===== src/rtl/bin8_to_ascii_converter_pkg.sv =====
// Shared definitions for the binary-to-ASCII converter.
//   conv_state_e   : converter FSM states
//   ASCII_ZERO     : ASCII code of character '0'
//   ASCII_ERR      : ASCII code emitted for a non-decimal nibble ('?')
//   BCD_DIGITS     : number of BCD digits produced
//   bcd_add3       : double-dabble correction for a single nibble
package conv_pkg;

    typedef enum logic [1:0] {
        IDLE  = 2'd0,
        SHIFT = 2'd1,
        DONE  = 2'd2
    } conv_state_e;

    localparam logic [7:0] ASCII_ZERO = 8'h30;
    localparam logic [7:0] ASCII_ERR  = 8'h3F;
    localparam int         BCD_DIGITS = 3;

    // A nibble of 5 or more would overflow past 9 when doubled, so it is
    // pre-biased by 3 before the shift to carry correctly into the next digit.
    function automatic logic [3:0] bcd_add3(input logic [3:0] nib);
        if (nib >= 4'd5) begin
            bcd_add3 = nib + 4'd3;
        end else begin
            bcd_add3 = nib;
        end
    endfunction

endpackage


===== src/rtl/bin8_to_ascii_converter_bcd_digit_to_ascii.sv =====
// Combinational BCD digit to ASCII character mapping.
//   bcd   in  4  BCD digit
//   ascii out 8  '0'..'9' for 0..9, '?' for 10..15
module bcd_digit_to_ascii
    import conv_pkg::*;
(
    input  logic [3:0] bcd,
    output logic [7:0] ascii
);

    always_comb begin
        ascii = ASCII_ERR;
        if (bcd <= 4'd9) begin
            ascii = ASCII_ZERO + {4'b0000, bcd};
        end
    end

endmodule


===== src/rtl/bin8_to_ascii_converter.sv =====
// Sequential unsigned binary to 3-digit BCD / ASCII converter using the
// shift-and-add-3 (double-dabble) method, one shift per clock.
//   clk            in   1      system clock
//   rst_n          in   1      synchronous active-low reset
//   start          in   1      conversion request, honoured only when idle
//   entrada        in   WIDTH  binary value captured with start
//   busy           out  1      conversion in progress
//   done           out  1      one-cycle pulse, results updated with it
//   unidades       out  4      BCD units digit
//   decenas        out  4      BCD tens digit
//   centenas       out  4      BCD hundreds digit
//   ascii_unidades out  8      ASCII units character
//   ascii_decenas  out  8      ASCII tens character
//   ascii_centenas out  8      ASCII hundreds character
//
// state | meaning
// ------+-------------------------------------------------------------
// IDLE  | waiting for start; outputs hold last converted value
// SHIFT | one add-3/shift iteration per clock, WIDTH iterations
// DONE  | publish digits and ASCII, pulse done, clear busy
module bin8_to_ascii_converter
    import conv_pkg::*;
#(
    parameter int WIDTH = 8
) (
    input  logic             clk,
    input  logic             rst_n,
    input  logic             start,
    input  logic [WIDTH-1:0] entrada,
    output logic             busy,
    output logic             done,
    output logic [3:0]       unidades,
    output logic [3:0]       decenas,
    output logic [3:0]       centenas,
    output logic [7:0]       ascii_unidades,
    output logic [7:0]       ascii_decenas,
    output logic [7:0]       ascii_centenas
);

    // Three decimal digits cover at most 999, i.e. 9 input bits.
    if (WIDTH < 1 || WIDTH > 9) begin : g_bad_width
        $error("bin8_to_ascii_converter: WIDTH must be in 1..9");
    end

    localparam int         WORK_W   = 4 * BCD_DIGITS + WIDTH;
    localparam logic [3:0] CNT_LAST = 4'(WIDTH - 1);

    conv_state_e       state_q, state_d;
    logic [WORK_W-1:0] work_q, work_d;
    logic [WORK_W-1:0] work_adj;
    logic [3:0]        cnt_q, cnt_d;
    logic              busy_q, busy_d;
    logic              done_q, done_d;
    logic [3:0]        unidades_q, unidades_d;
    logic [3:0]        decenas_q, decenas_d;
    logic [3:0]        centenas_q, centenas_d;
    logic [7:0]        ascii_u_q, ascii_u_d;
    logic [7:0]        ascii_d_q, ascii_d_d;
    logic [7:0]        ascii_c_q, ascii_c_d;
    logic [7:0]        ascii_u_c, ascii_d_c, ascii_c_c;

    // The BCD field sits above the binary field; after WIDTH shifts it holds
    // the finished digits, which is the only time these feed the registers.
    bcd_digit_to_ascii u_conv_u (
        .bcd   (work_q[WIDTH +: 4]),
        .ascii (ascii_u_c)
    );

    bcd_digit_to_ascii u_conv_d (
        .bcd   (work_q[WIDTH + 4 +: 4]),
        .ascii (ascii_d_c)
    );

    bcd_digit_to_ascii u_conv_c (
        .bcd   (work_q[WIDTH + 8 +: 4]),
        .ascii (ascii_c_c)
    );

    always_comb begin
        work_adj = work_q;
        for (int i = 0; i < BCD_DIGITS; i++) begin
            work_adj[WIDTH + 4*i +: 4] = bcd_add3(work_q[WIDTH + 4*i +: 4]);
        end
    end

    always_comb begin
        state_d    = state_q;
        work_d     = work_q;
        cnt_d      = cnt_q;
        busy_d     = busy_q;
        done_d     = 1'b0;
        unidades_d = unidades_q;
        decenas_d  = decenas_q;
        centenas_d = centenas_q;
        ascii_u_d  = ascii_u_q;
        ascii_d_d  = ascii_d_q;
        ascii_c_d  = ascii_c_q;

        case (state_q)
            IDLE: begin
                if (start) begin
                    work_d  = {{(4*BCD_DIGITS){1'b0}}, entrada};
                    cnt_d   = 4'd0;
                    busy_d  = 1'b1;
                    state_d = SHIFT;
                end
            end
            SHIFT: begin
                work_d = {work_adj[WORK_W-2:0], 1'b0};
                cnt_d  = cnt_q + 4'd1;
                if (cnt_q == CNT_LAST) begin
                    state_d = DONE;
                end
            end
            DONE: begin
                unidades_d = work_q[WIDTH +: 4];
                decenas_d  = work_q[WIDTH + 4 +: 4];
                centenas_d = work_q[WIDTH + 8 +: 4];
                ascii_u_d  = ascii_u_c;
                ascii_d_d  = ascii_d_c;
                ascii_c_d  = ascii_c_c;
                done_d     = 1'b1;
                busy_d     = 1'b0;
                state_d    = IDLE;
            end
            default: begin
                busy_d  = 1'b0;
                state_d = IDLE;
            end
        endcase
    end

    always_ff @(posedge clk) begin
        if (!rst_n) begin
            state_q    <= IDLE;
            work_q     <= '0;
            cnt_q      <= 4'd0;
            busy_q     <= 1'b0;
            done_q     <= 1'b0;
            unidades_q <= 4'h0;
            decenas_q  <= 4'h0;
            centenas_q <= 4'h0;
            ascii_u_q  <= ASCII_ZERO;
            ascii_d_q  <= ASCII_ZERO;
            ascii_c_q  <= ASCII_ZERO;
        end else begin
            state_q    <= state_d;
            work_q     <= work_d;
            cnt_q      <= cnt_d;
            busy_q     <= busy_d;
            done_q     <= done_d;
            unidades_q <= unidades_d;
            decenas_q  <= decenas_d;
            centenas_q <= centenas_d;
            ascii_u_q  <= ascii_u_d;
            ascii_d_q  <= ascii_d_d;
            ascii_c_q  <= ascii_c_d;
        end
    end

    assign busy           = busy_q;
    assign done           = done_q;
    assign unidades       = unidades_q;
    assign decenas        = decenas_q;
    assign centenas       = centenas_q;
    assign ascii_unidades = ascii_u_q;
    assign ascii_decenas  = ascii_d_q;
    assign ascii_centenas = ascii_c_q;

endmodule


===== config.mk =====
export PLATFORM = sky130hd
export DESIGN_NAME = bin8_to_ascii_converter
export DESIGN_NICKNAME = d
export VERILOG_FILES = /design/src/rtl/bin8_to_ascii_converter_pkg.sv /design/src/rtl/bin8_to_ascii_converter_bcd_digit_to_ascii.sv /design/src/rtl/bin8_to_ascii_converter.sv
export SDC_FILE = /design/constraint.sdc
export NUM_CORES = 1
export LEC_CHECK = 0
export CORE_ASPECT_RATIO = 0.9
export CORE_MARGIN = 2
export CORE_UTILIZATION = 50
export CTS_BUF_LIST = sky130_fd_sc_hd__clkbuf_4 sky130_fd_sc_hd__clkbuf_8
export DETAILED_ROUTE_END_ITERATION = 8
export GPL_TIMING_DRIVEN = 1
export HOLD_SLACK_MARGIN = 0.1
export PLACE_DENSITY = 0.85
export SLEW_MARGIN = 10
export SYNTH_ARGS = -nofsm -noshare
export SYNTH_HDL_FRONTEND = slang
export SYNTH_HIERARCHICAL = 1
export SYNTH_SLANG_ARGS = --single-unit
export TNS_END_PERCENT = 50

===== constraint.sdc =====
create_clock -name clk -period 1.55 [get_ports clk]
set_input_delay 0.31 -clock clk [delete_from_list [all_inputs] [get_ports clk]]
set_output_delay 0.31 -clock clk [all_outputs]
set_load 0.05 [all_outputs]

==> summary.txt, run 1 <==
Status
  – Run status: completed

GRT
  – Congestion Overflow GR: 0
  – Global-route wire length before repair: 9.81 mm
  – Initial antenna violation count: 0
  – Largest net degree at the start of global routing: 38
  – Vias in the first global route: 2221
  – GRT Util Overall: 0.196

Worst setup path
  – Worst path max stage delay: 0.35 ns
  – Reg2reg end: work_q[10]$_SDFFE_PN0P_
  – WP buf/inv: 1
  – Startpoint types: flop
  – Worst path slowest cell: dfxtp_2
  – R2R Path Start: work_q[8]$_SDFFE_PN0P_
  – Arr. time, crit path: 1.76 ns
  – R2R Setup Slk: 0.05 ns
  – Worst-path cell chain: inv_1 -> ha_2 -> nand2b_1 -> a21oi_2 -> mux2_2 -> o21ai_0
  – Crit Path Category: reg -> reg
  – CP max FO: 6
  – Crit end category: flop
  – Worst Setup SP: work_q[8]$_SDFFE_PN0P_
  – Cell family with most CP delay: flip-flops
  – R2R cell count: 6
  – Critical Path RT: 1.81 ns

Cells and area
  – Nets: 404
  – Area Growth Syn to Fin: 32.3%
  – Antenna cells: 0
  – Non-Filler Instances: 461
  – Design area: 0.00379 mm²
  – FILL cells: 450
  – Post-route core utilization: 0.677
  – Layout cells sized above 1: 0.235

Clocking
  – CTS Hold Bufs: 0
  – Later-pin clock latency in the skew report: 0.34 ns
  – Clock sinks: 64
  – Clock transition at path regs: 0.07 ns
  – Clock Tree Root: clkbuf_8
  – H-tree Lvls: 3
  – Total CTS buffers: 9
  – Clock Tree Buf Depth: 2
  – CTS tree: yes

Floorplanning
  – Die H: 75.8 µm
  – Core area: 0.00560 mm²
  – I/O pin cnt: 49
  – Die area: 0.00635 mm²
  – Starting Density: 0.512
  – Die Wd: 83.8 µm
  – Cell Rows: 26

Yosys
  – Sequential-to-total area share from yosys stat: 0.448
  – Mapped Cells: 339
  – Post-synth cell types: 33
  – Top-area cell type share of the netlist area: 0.448
  – Mapped cell area: 0.00286 mm²
  – Synth warn: 6
  – Most frequent cells after synthesis: nand2_1, dfxtp_1, a21boi_1
  – Ys flop type: dfxtp_1
  – Leading area contributor after synthesis: dfxtp_1
  – Synthesized area per cell: 8.44 µm²
  – Flops & latches, synth: 64
  – Async set-reset flop share out of synthesis: 0
  – Most common cell in the netlist: nand2_1
  – Largest cells by area after synthesis: dfxtp_1, nand2_1, a21boi_1, buf_4, ha_1
  – EDFF count, synth: 0

STA
  – Setup Viol. Count Final: 0
  – Post-route setup slack: 0.0536 ns
  – Period utilization: 0.965
  – Min cycle time layout: 1.50 ns
  – Final Slew Violations: 0
  – Clk_skew: 0.00542 ns
  – Fmax: 668 MHz
  – Final Hold Fails: 0

Drt
  – Residual DRC: 0
  – Total number of vias: 2405
  – Initial DRC Count: 134
  – First-pass DRT Iterations: 4
  – Routed len/inst: 12.8 µm
  – Antenna Nets Post-Route: 0
  – Routed WL: 5.88 mm
  – Post-DR vias/cell: 5.22

Hold path
  – Hold wc startpoint: ascii_centenas[6]$_SDFFE_PN0P_
  – WHS Path Cells: 2
  – HP Class: reg -> reg
  – Hold path endpoint: ascii_centenas[6]$_SDFFE_PN0P_

Place
  – Placed cell area: 0.00356 mm²
  – Port bufs: 48
  – Gpl congestion: 0.804
  – Worst slack at placement: -0.0494 ns
  – Cells after DPL: 444
  – DPL Wire Length: 4.10 mm

Flow run
  – Max Cap Violations: 0

Power
  – Cell Pwr Density: 854 mW/mm²
  – Overall power: 0.00324 W
  – Leak: 1.53 nW
  – Max IR drop VDD: 0.695 mV
-- report_power, final --
group	switching (W)	leakage, nW	internal (W)	total (W)
combinational	0.000100	0.909	0.000112	0.000212
sequential	0.0000210	0.519	0.00167	0.00169
clock	0.000611	0.103	0.000721	0.00133
total	0.000732	1.53	0.00250	0.00324
-- flip-flops by register name (all words and copies together), names as in the netlist --
name and cells:
work_q 20, ascii_centenas 8, ascii_decenas 8, ascii_unidades 8, centenas 4, cnt_q 4, decenas 4, unidades 4
state_q 2, busy 1, done 1
-- layer usage --
metal | share of wire | GRT usage | vias to the layer above
li1 | - | - | 1205
met3 | 0.084 | 0.0769 | 7
met4 | 0.0099 | 0.0538 | 0
met1 | 0.44 | 0.223 | 1114
met5 | 0 | 0 | -
met2 | 0.47 | 0.350 | 79
-- cell type report --
cell class / count / area (µm²) / area share
Inverter: 7 / 26.3 / 0.00694
Multi-Input combinational cell: 241 / 1420 / 0.374
Tap cell: 70 / 87.6 / 0.0231
Clock buffer: 13 / 173 / 0.0456
Clock inverter: 3 / 15.0 / 0.00396
Timing Repair Buffer: 63 / 786 / 0.207
Sequential cell: 64 / 1280 / 0.339
-- cell usage in the layout, fill, tap and decap left out, types with 4 or more instances in the layout --
cell,instances
a21boi_0,11
a21boi_1,23
a21o_1,6
a2bb2oi_1,7
buf_12,23
buf_4,30
clkbuf_8,12
clkdlybuf4s50_1,10
conb_1,12
dfxtp_1,63
ha_1,4
inv_1,7
nand2_1,82
nand2b_1,8
nand3_1,11
nor2_1,12
nor3_1,4
o21ai_0,14
o221a_2,7
-- cell families after synthesis --
group,after synthesis,synth area share
other,6,0.00787
AOI/OAI and AO/OA,83,0.211
DFF,64,0.448
muxes,3,0.0118
buffers and inverters,40,0.0760
xor gates and xnor gates,5,0.0153
and+or+nand+nor,131,0.200
adders and majority gates,7,0.0306
-- worst max path at each step --
stage	end	slack [ns]	cells after the start
2_1_floorplan	work_q[10]$_SDFFE_PN0P_	0.006	6
3_3_place_gp	work_q[7]$_SDFFE_PN0P_	0.002	4
3_5_place_dp	work_q[4]$_SDFFE_PN0P_	-0.05	4
4_1_cts	work_q[12]$_SDFFE_PN0P_	0.01	4
5_1_grt	work_q[18]$_SDFFE_PN0P_	-0.04	6
6_report	work_q[10]$_SDFFE_PN0P_	0.05	6
-- worst reg2reg max path, cell delays in order, from the launching register on --
cell and delay [ns]:
dfxtp_2 0.35, inv_1 0.10, ha_2 0.21, nand2b_1 0.08
a21oi_2 0.19, mux2_2 0.35, o21ai_0 0.15
-- timing repair --
item                                    in CTS  in global routing
buffers inserted                             0                  1
pin swaps                                    0                  1
gates resized for setup                      1                  9
endpoints found under the setup margin       1                 10
-- through the flow --
stage / hold slack, ns / TNS, ns
floorplan: 0.471 / 0
global placement: 0.443 / 0
detailed placement: 0.450 / -0.327
CTS: 0.460 / 0
global route: 0.480 / -0.0358
finish: 0.455 / 0
No activity file was read; power rests on OpenSTA's default activity.
==> run 2, diff against run 1 <==
CAP_MARGIN = 20   (was unset)
CORE_ASPECT_RATIO = 0.6   (was 0.9)
CORE_MARGIN = 5   (was 2)
==> run 2 against run 1 <==
Net effect: non-clock buffer count up 3; maximum frequency down 1.9%; first-iteration DRC count down 5.2%; sequential power about the same; sequential cell count unchanged; via count up 2.3%; largest power group is now clock; register-to-register slack worse by 0.03 ns; hold slack worse by 0.13 ns; critical path type unchanged; core utilization up 2.1 points; global-route usage up 0.67 points; critical path depth unchanged; combinational power about the same.
==> summary.txt, run 2 (synthesis gave the netlist of run 1 again) <==
Drt
  – Routed WL: 7.08 mm (+20%)
  – Residual DRC: 0 (unchanged)
  – Post-DR vias/cell: 5.19 (-0.48%)
  – Routed len/inst: 14.9 µm (+17%)
  – Antenna Nets Post-Route: 0 (unchanged)
  – Total number of vias: 2461 (+2.3%)
  – Initial DRC Count: 127 (-5.2%)
  – First-pass DRT Iterations: 5 (+1)

STA
  – Tightest Pin Transition: 0.587 ns
  – Final Hold Fails: 0 (unchanged)
  – Final Slew Violations: 0 (unchanged)
  – Period utilization: 0.984 (+0.0188)
  – Clk_skew: 0.0115 ns (+0.00612 ns)
  – Fmax: 656 MHz (-1.9%)
  – Worst hold slack: 0.325 ns (-0.130 ns)
  – Worst slew margin relative to its limit: 0.607
  – Min cycle time layout: 1.53 ns (+0.0291 ns)
  – Fin Setup TNS: 0 ns (unchanged)
  – Setup Viol. Count Final: 0 (unchanged)

Cells and area
  – Most common cell after layout, fill and taps aside: nand2_1
  – Antenna cells: 0 (unchanged)
  – Max reg flops: 20 (unchanged)
  – FILL cells: 434 (-3.6%)
  – Area Growth Syn to Fin: 35.7%
  – Layout cells sized above 1: 0.244 (+0.00836)
  – Most frequent cells in the layout: nand2_1, dfxtp_1, buf_4
  – Nets: 407 (+0.74%)
  – Largest Register: work_q

Worst setup path
  – Crit end category: flop
  – Crit path to: work_q[10]$_SDFFE_PN0P_
  – CP max FO: 5 (-1)
  – Worst Setup SP: work_q[8]$_SDFFE_PN0P_
  – R2R Path Start: work_q[8]$_SDFFE_PN0P_
  – R2R Setup Slk: 0.02 ns (-0.03 ns)
  – Worst path slowest cell: dfxtp_2
  – R2R cell count: 6 (unchanged)
  – Crit Path Category: reg -> reg
  – Worst path max stage delay: 0.35 ns (about the same)
  – Arr. time, crit path: 1.79 ns (+0.03 ns)
  – Startpoint types: flop
  – Reg2reg end: work_q[10]$_SDFFE_PN0P_
  – Critical Path RT: 1.82 ns (about the same)
  – Worst-path cell chain: inv_1 -> ha_2 -> nand2b_1 -> a21oi_2 -> mux2_2 -> o21ai_0

Clocking
  – Clock Tree Root: clkbuf_8
  – Total CTS buffers: 9 (unchanged)
  – H-tree Lvls: 3 (unchanged)
  – Clock transition at path regs: 0.07 ns (about the same)
  – CTS Hold Bufs: 0 (unchanged)
  – Clock Tree Buf Depth: 2 (unchanged)
  – Later-pin clock latency in the skew report: 0.35 ns (about the same)
  – Clock sinks: 64 (unchanged)
  – CTS tree: yes

GRT
  – Largest net degree at the start of global routing: 37 (-2.6%)
  – Congestion Overflow GR: 0 (unchanged)
  – Vias in the first global route: 2428 (+9.3%)
  – Global-route wire length before repair: 11.5 mm (+17%)
  – Initial antenna violation count: 0 (unchanged)
  – GRT Util Overall: 0.202 (+0.00670)

Power
  – Max IR drop VDD: 0.550 mV (-21%)
  – Leak: 1.57 nW (+2.9%)
  – Cell Pwr Density: 944 mW/mm² (+11%)

Floorplanning
  – Cell Rows: 21 (-19%)
  – Die H: 68.6 µm (-9.5%)
  – Die Wd: 108 µm (+29%)
  – I/O pin cnt: 49 (unchanged)
  – Die area: 0.00739 mm² (+16%)
  – Core area: 0.00557 mm² (-0.45%)
  – Starting Density: 0.514 (+0.00230)

Place
  – Gpl congestion: 0.839 (+4.3%)
  – Port bufs: 48 (unchanged)
  – DPL Wire Length: 4.72 mm (+15%)

Status
  – Run status: completed

Flow run
  – Max Cap Violations: 0 (unchanged)

Hold path
  – HP Class: in -> reg
==> run 2: cell type report <==
type	count	area (µm²)	area share
clock buffers	11	145	0.0374
clock inverters	5	104	0.0267
inverters	7	26.3	0.00676
multi-input cells	241	1410	0.363
flip-flops and latches	64	1280	0.330
well taps	80	100	0.0258
repair buffers	66	816	0.210
==> run 2: layer usage <==
layer | GRT usage | vias to the layer above | part of all wire
met5 | 0 | - | 0
met4 | 0.0929 | 0 | 0.020
met3 | 0.0735 | 17 | 0.086
met2 | 0.327 | 91 | 0.46
met1 | 0.246 | 1147 | 0.44
li1 | - | 1206 | -
==> run 2: power breakdown <==
group | switching [W] | internal (W)
logic | 0.000106 | 0.000106
clock network | 0.000633 | 0.00113
registers | 0.0000231 | 0.00167
total | 0.000762 | 0.00291
==> run 2: worst min-delay path by stage <==
stage / from / to / depth (start not counted)
2_1_floorplan: cnt_q[3]$_SDFFE_PN0P_ / cnt_q[3]$_SDFFE_PN0P_ / 2
3_3_place_gp: ascii_centenas[7]$_SDFFE_PN0P_ / ascii_centenas[7]$_SDFFE_PN0P_ / 2
4_1_cts: rst_n / work_q[2]$_SDFFE_PN0P_ / 2
5_1_grt: rst_n / work_q[3]$_SDFFE_PN0P_ / 2
3_5_place_dp: ascii_centenas[6]$_SDFFE_PN0P_ / ascii_centenas[6]$_SDFFE_PN0P_ / 2
6_report: rst_n / work_q[2]$_SDFFE_PN0P_ / 2
==> run 2: critical path, delay by kind of cell, from the launching register on <==
family | cells | cell delay [ns]
buffers and inverters | 1 | 0.10
adders and majority gates | 1 | 0.23
and+or+nand+nor | 1 | 0.09
muxes | 1 | 0.35
AOI/OAI and AO/OA | 2 | 0.32
DFF | 1 | 0.35
==> run 2: repair_timing <==
action | 4_1_cts | 5_1_grt
pin swaps | 0 | 2
setup endpoints to repair | 3 | 6
resized for setup | 3 | 7
buffers inserted | 0 | 1
==> run 2: metrics by stage <==
step	instances	worst slack (ns)	power (W)	instance area, µm²	utilization
2_1_floorplan	345	0.00589	0.00188	2890	-
3_3_place_gp	457	-0.102	0.00192	3600	0.647
3_5_place_dp	457	-0.213	0.00193	3600	0.647
4_1_cts	473	0.00323	0.00368	3860	0.694
5_1_grt	474	-0.0167	0.00379	3880	0.697
6_report	474	0.0245	0.00367	3880	0.697
